**config.mk**
```make
export PLATFORM = sky130hd
export DESIGN_NAME = uart_rx_word64_flat
export DESIGN_NICKNAME = d
export VERILOG_FILES = /design/src/rtl/uart_rx_word64_if.sv /design/src/rtl/uart_rx_word64.sv /design/src/flat_wrapper.sv
export SDC_FILE = /design/constraint.sdc
export NUM_CORES = 1
export LEC_CHECK = 0
export CORE_UTILIZATION = 55
export DETAILED_ROUTE_END_ITERATION = 10
export GPL_ROUTABILITY_DRIVEN = 0
export HOLD_SLACK_MARGIN = 0.06
export PLACE_DENSITY = 0.75
export SETUP_SLACK_MARGIN = 0.05
export SYNTH_ARGS = -nofsm -noshare
export SYNTH_HDL_FRONTEND = slang
export SYNTH_SLANG_ARGS = --single-unit
```
**constraint.sdc**
```tcl
create_clock -name clk -period 3.2 [get_ports clk]
set_clock_uncertainty 0.2 [all_clocks]
set_input_delay 0.64 -clock clk [delete_from_list [all_inputs] [get_ports clk]]
set_output_delay 0.64 -clock clk [all_outputs]
set_load 0.03 [all_outputs]
```
**src/rtl/uart_rx_word64_if.sv**
```systemverilog
// Serial input and 64-bit word output of the 8N1 receiver, plus a state debug tap.
// The receiver is the slave; the bench or upstream logic is the master.
interface uart_rx_word64_if;
   logic        uart_rxd;
   logic [63:0] data_64;
   logic        data_valid;
   logic        frame_err;
   logic        busy;
   logic [2:0]  dbg_state;

   modport master (
      output uart_rxd,
      input  data_64, data_valid, frame_err, busy, dbg_state
   );

   modport slave (
      input  uart_rxd,
      output data_64, data_valid, frame_err, busy, dbg_state
   );
endinterface

```
**src/rtl/uart_rx_word64.sv**
```systemverilog
// 8N1 UART receiver that packs eight bytes (first byte in bits [7:0]) into a 64-bit word.
// Partial words are dropped on a framing error, an inter-byte timeout, or reset.
//
// Output handshake: data_valid is a one-cycle strobe with no ready/back-pressure.
// data_64 changes only in a cycle where data_valid is high; the consumer must capture it
// then. frame_err is an independent one-cycle strobe and never coincides with data_valid.
module uart_rx_word64 #(
   parameter int CLKS_PER_BIT = 434,
   parameter int TIMEOUT_BITS = 20
) (
   input  logic             clk,
   input  logic             rst,
   uart_rx_word64_if.slave  rx
);
   localparam int HALF     = CLKS_PER_BIT / 2;
   localparam int TO_LIMIT = TIMEOUT_BITS * CLKS_PER_BIT;
   localparam int BW       = $clog2(CLKS_PER_BIT);
   localparam int TW       = $clog2(TO_LIMIT);

   localparam logic [BW-1:0] BCNT_LAST = BW'(CLKS_PER_BIT - 1);
   localparam logic [BW-1:0] BCNT_HALF = BW'(HALF - 1);
   localparam logic [TW-1:0] TCNT_LAST = TW'(TO_LIMIT - 1);

   typedef enum logic [2:0] {
      IDLE  = 3'd0,
      START = 3'd1,
      DATA  = 3'd2,
      STOP  = 3'd3,
      BREAK = 3'd4
   } state_t;

   state_t      state_q;
   logic        sync1_q;
   logic        rxs_q;
   logic [BW-1:0] bcnt_q;
   logic [2:0]  bit_q;
   logic [2:0]  bidx_q;
   logic [TW-1:0] tcnt_q;
   logic [7:0]  shreg_q;
   logic [63:0] word_q;
   logic [63:0] data_64_q;
   logic        data_valid_q;
   logic        frame_err_q;

   always_ff @(posedge clk) begin
      if (rst) begin
         state_q      <= IDLE;
         sync1_q      <= 1'b1;
         rxs_q        <= 1'b1;
         bcnt_q       <= '0;
         bit_q        <= 3'd0;
         bidx_q       <= 3'd0;
         tcnt_q       <= '0;
         shreg_q      <= 8'd0;
         word_q       <= 64'd0;
         data_64_q    <= 64'd0;
         data_valid_q <= 1'b0;
         frame_err_q  <= 1'b0;
      end else begin
         sync1_q      <= rx.uart_rxd;
         rxs_q        <= sync1_q;
         data_valid_q <= 1'b0;
         frame_err_q  <= 1'b0;
         case (state_q)
            IDLE: begin
               if (bidx_q != 3'd0) begin
                  if (tcnt_q == TCNT_LAST) begin
                     bidx_q <= 3'd0;
                     tcnt_q <= '0;
                  end else begin
                     tcnt_q <= tcnt_q + 1'b1;
                  end
               end
               // A timeout in this same cycle has already dropped the word above.
               if (!rxs_q) begin
                  state_q <= START;
                  bcnt_q  <= '0;
                  tcnt_q  <= '0;
               end
            end
            START: begin
               if (bcnt_q == BCNT_HALF) begin
                  bcnt_q  <= '0;
                  bit_q   <= 3'd0;
                  state_q <= rxs_q ? IDLE : DATA;
               end else begin
                  bcnt_q <= bcnt_q + 1'b1;
               end
            end
            DATA: begin
               if (bcnt_q == BCNT_LAST) begin
                  bcnt_q  <= '0;
                  shreg_q <= {rxs_q, shreg_q[7:1]};
                  bit_q   <= bit_q + 1'b1;
                  if (bit_q == 3'd7) state_q <= STOP;
               end else begin
                  bcnt_q <= bcnt_q + 1'b1;
               end
            end
            STOP: begin
               if (bcnt_q == BCNT_LAST) begin
                  bcnt_q <= '0;
                  if (rxs_q) begin
                     word_q[{bidx_q, 3'b000} +: 8] <= shreg_q;
                     if (bidx_q == 3'd7) begin
                        data_64_q    <= {shreg_q, word_q[55:0]};
                        data_valid_q <= 1'b1;
                     end
                     bidx_q  <= bidx_q + 1'b1;
                     state_q <= IDLE;
                  end else begin
                     frame_err_q <= 1'b1;
                     bidx_q      <= 3'd0;
                     state_q     <= BREAK;
                  end
               end else begin
                  bcnt_q <= bcnt_q + 1'b1;
               end
            end
            BREAK: begin
               if (rxs_q) state_q <= IDLE;
            end
            default: state_q <= IDLE;
         endcase
      end
   end

   assign rx.data_64    = data_64_q;
   assign rx.data_valid = data_valid_q;
   assign rx.frame_err  = frame_err_q;
   assign rx.busy       = (state_q != IDLE) || (bidx_q != 3'd0);
   assign rx.dbg_state  = state_q;
endmodule
```
**src/flat_wrapper.sv**
```systemverilog
// flat-port wrapper written by rule: the top's interface ports become plain ports
module uart_rx_word64_flat 
#(
   parameter int CLKS_PER_BIT = 434,
   parameter int TIMEOUT_BITS = 20
)
  (clk, rst, rx_uart_rxd, rx_data_64, rx_data_valid, rx_frame_err, rx_busy, rx_dbg_state);
  uart_rx_word64_if rx_i ();
  input  logic clk;
  input  logic rst;
  input wire logic [$bits(rx_i.uart_rxd)-1:0] rx_uart_rxd;
  output wire logic [$bits(rx_i.data_64)-1:0] rx_data_64;
  output wire logic [$bits(rx_i.data_valid)-1:0] rx_data_valid;
  output wire logic [$bits(rx_i.frame_err)-1:0] rx_frame_err;
  output wire logic [$bits(rx_i.busy)-1:0] rx_busy;
  output wire logic [$bits(rx_i.dbg_state)-1:0] rx_dbg_state;
  assign rx_i.uart_rxd = rx_uart_rxd;
  assign rx_data_64 = rx_i.data_64;
  assign rx_data_valid = rx_i.data_valid;
  assign rx_frame_err = rx_i.frame_err;
  assign rx_busy = rx_i.busy;
  assign rx_dbg_state = rx_i.dbg_state;
  uart_rx_word64 #(.CLKS_PER_BIT(CLKS_PER_BIT), .TIMEOUT_BITS(TIMEOUT_BITS)) u_core (.clk(clk), .rst(rst), .rx(rx_i));
endmodule
```
==> flow_metrics.tcl <==
set metrics [dict create \
    routedWlPerCell_um 14.8 \
    syn_inst 751 \
    hpwl_mm 9.41 \
    synth-compound-area-share 0.116 \
    power_frac_clock 0.477 \
    syn2layout_area_growth_pct 21.6 \
    ir_worst_vdd_v 0.000372 \
    fillers 915 \
    core_um2 11000 \
    leakage_nw 2.69 \
    worstPathCellList "inv_1 > ha_1 > ha_1 > a2111o_1 > nor4_2 > or3b_2 > xor2_1 > nor2_1" \
    slew_viol_final 0 \
    rows 38 \
    cts.sinks 164 \
    worstHoldStart "u_core.sync1_q$_SDFF_PP1_" \
    yosysWarnings 0 \
    via_count 5369 \
    post-route-period-util 0.921 \
    synthMuxAreaShare 0.0426 \
    p_total_mw 4.08 \
    p_int_mw 3.23 \
    clk_path_buf_depth 2 \
    synthAdderAreaFrac 0.0257 \
    cts_made_buffers 17 \
    ant_nets 0 \
    antenna_found_initial 0 \
    synth_simple_gate_area_share 0.247 \
    relSlewSlack 0.564 \
    gr-usage-all-layers 0.251 \
    cp.arrival_ns 3.05 \
    cpMaxStageDelayCell "a2111o_1" \
    syn_avg_cell_area_um2 8.44 \
    period_minus_slack_ns 2.95 \
    cp_max_fo 9 \
    grt_max_degree 50 \
    synth_ff_type "dfxtp_1" \
    clk_latency_ns 0.42 \
    synth_nets 767 \
    wirelength_mm 14.1 \
    synth_top_family_by_area "simple AND/OR/NAND/NOR gates" \
    powerDensity_nw_per_um2 529 \
    crit_type "reg2reg" \
    fp.dieH_um 109 \
    path_clk_slew_ns 0.06 \
    pin_count 73 \
    hold_buffers 0 \
    rr_worst_depth 8 \
    cts_tree "built" \
    synth-async-reset-ratio 0 \
    drtIter0Drc 335 \
    finalHoldViolCount 0 \
    synthXorXnorAreaFrac 0.0166 \
    clock.fmax_mhz 339 \
    crit_top_cell "ha_1" \
    swShare 0.208 \
    rsz0062_at_grt "false" \
    finalSetupViolCount 0 \
    min_path_cells 1 \
    cts-root-buf "clkbuf_16" \
    startpoint "u_core.bidx_q[0]$_SDFFE_PP0P_" \
    yosysSeqAreaShare 0.518 \
    crit_path_start_kind "register" \
    grt_first_pass_wirelength_mm 23.4 \
    io_buffer_count 72 \
    synth_edf_count 0 \
    start_util 0.575 \
    outcome "completed" \
    drcViolationCount 0 \
    cpPeakStageDelay_ns 0.50 \
    endpoint_kind "register" \
    tightest_slew_ns 0.653 \
    dieArea_um2 12000 \
    synth.distinct_cells 48 \
    via_per_inst 5.61 \
    r2r-start "u_core.bidx_q[0]$_SDFFE_PP0P_" \
    drive_gt1_frac 0.0698 \
    p_seq_frac 0.503 \
    timing.rr.end "u_core.tcnt_q[13]$_SDFFE_PP0P_" \
    switching_power_mw 0.850 \
    grt_remaining_overflow 0 \
    netlist_area_um2 6340 \
    worstHoldPathType "reg2reg" \
    die_w_um 109 \
    firstDrtPassIters 7 \
    combPwrFrac 0.019 \
    reg2reg_slack_ns 0.25 \
    fin_setup_tns_ns 0 \
    h-tree-depth 4 \
    min_to "u_core.rxs_q$_SDFF_PP1_" \
    grt_pass1_vias 4994 \
    n_antenna_cell 0 \
    nets 821 \
    ys_seq_elements 164 \
    cap_violations 0 \
    required_ns 3.30 \
]
-- repair_timing --
| action | 4_1_cts | 5_1_grt |
|---|---|---|
| cloned | 0 | 0 |
| resized for setup | 1 | 1 |
| setup endpoints to repair | 1 | 1 |
| buffers inserted | 0 | 0 |
-- area by class of cell --
cell class / count / area [um2] / area share
flip-flops and latches: 164 / 3280 / 0.426
inverters: 7 / 26.3 / 0.00341
clock buffers: 22 / 454 / 0.0589
clock inverters: 9 / 106 / 0.0138
repair buffers: 84 / 807 / 0.105
multi-input cells: 531 / 2860 / 0.371
well taps: 140 / 175 / 0.0227
-- Yosys cell counts (2+ instances only) --
cell type	count	area [um2]
nand2_1	177	664
clkbuf_1	41	154
a21o_1	2	15.0
nand4_1	12	75.1
a22oi_1	4	30.0
buf_2	4	20.0
xnor2_1	6	52.6
or4_1	2	15.0
nand2b_1	2	12.5
ha_1	13	163
nor2_1	63	236
and3_1	6	37.5
a21oi_1	70	350
or3_1	2	12.5
or2_2	5	31.3
nor4_1	3	18.8
nor2b_1	3	18.8
nand3b_1	4	30.0
o21ai_0	31	155
buf_1	4	15.0
mux2i_1	27	270
o31ai_1	3	22.5
o22ai_1	2	12.5
dfxtp_1	164	3280
nand3_1	52	260
nor3_1	6	30.0
a31oi_1	8	50.1
inv_1	6	22.5
xor2_1	6	52.6
a22o_1	5	43.8
-- critical path: cells and delay by family, from the launching register on --
kind | cells | cell delay (ns)
AOI/OAI and AO/OA | 1 | 0.50
adders and majority gates | 2 | 0.47
and+or+nand+nor | 3 | 0.86
DFF | 1 | 0.48
buffers and inverters | 1 | 0.17
xor gates and xnor gates | 1 | 0.14
-- per-layer routing --
metal | track usage | vias up | routed length, um
met5 | 0 | - | 0
met4 | 0.104 | 0 | 287
met3 | 0.0545 | 26 | 609
met2 | 0.423 | 113 | 6970
met1 | 0.313 | 2571 | 6290
li1 | - | 2659 | -
-- power groups by stage --
| stage | clock [mW] | sequential, mW | combinational (mW) |
|---|---|---|---|
| after floorplan | 0 | 2.10 | 0.0587 |
| after global placement | 0 | 2.10 | 0.0761 |
| after detailed placement | 0 | 2.10 | 0.0785 |
| after CTS | 1.97 | 2.05 | 0.0784 |
| after global routing | 2.06 | 2.05 | 0.0858 |
| final | 1.95 | 2.05 | 0.0791 |
-- worst max-delay path by stage --
| stage | end |
|---|---|
| floorplan | u_core.tcnt_q[13]$_SDFFE_PP0P_ |
| CTS | u_core.tcnt_q[13]$_SDFFE_PP0P_ |
| detailed placement | u_core.tcnt_q[13]$_SDFFE_PP0P_ |
| global placement | u_core.tcnt_q[13]$_SDFFE_PP0P_ |
| finish | u_core.tcnt_q[13]$_SDFFE_PP0P_ |
| global route | u_core.tcnt_q[13]$_SDFFE_PP0P_ |
-- cell families after synthesis --
logic type | Yosys count
simple gates | 348
flops | 164
compound gates | 131
buf+inv | 56
mux | 27
fa+ha+maj | 13
xor+xnor | 12
-- state kept, by name, summed over array words and instances (netlist names), 3 cells and up --
name                 flops
u_core.shreg_q           8
u_core.bidx_q            3
u_core.rx.dbg_state      3
u_core.bit_q             3
u_core.tcnt_q           14
u_core.word_q           56
u_core.bcnt_q            9
u_core.rx.data_64       64
-- metrics by stage --
stage                     cells  hold WS [ns]   util  instance area, um2  setup slack (ns)
after floorplan             751         0.189      -                6340             0.302
after global placement      926         0.218  0.648                7150             0.351
after detailed placement    926         0.217  0.648                7150             0.244
after CTS                   957         0.234  0.699                7710             0.210
after global routing        957         0.248  0.699                7710            0.0851
final                       957         0.234  0.699                7710             0.252
-- placed cells by master (no fill, tap or decap), types with 17 or more instances in the layout --
cell | Yosys | layout
o21ai_0 | 31 | 31
a21oi_1 | 70 | 70
nand2_1 | 177 | 177
clkdlybuf4s50_1 | 0 | 70
nor2_1 | 63 | 63
clkbuf_16 | 0 | 17
mux2i_1 | 27 | 27
dfxtp_1 | 164 | 164
nand3_1 | 52 | 51
Power figures use the tool's default switching activity.
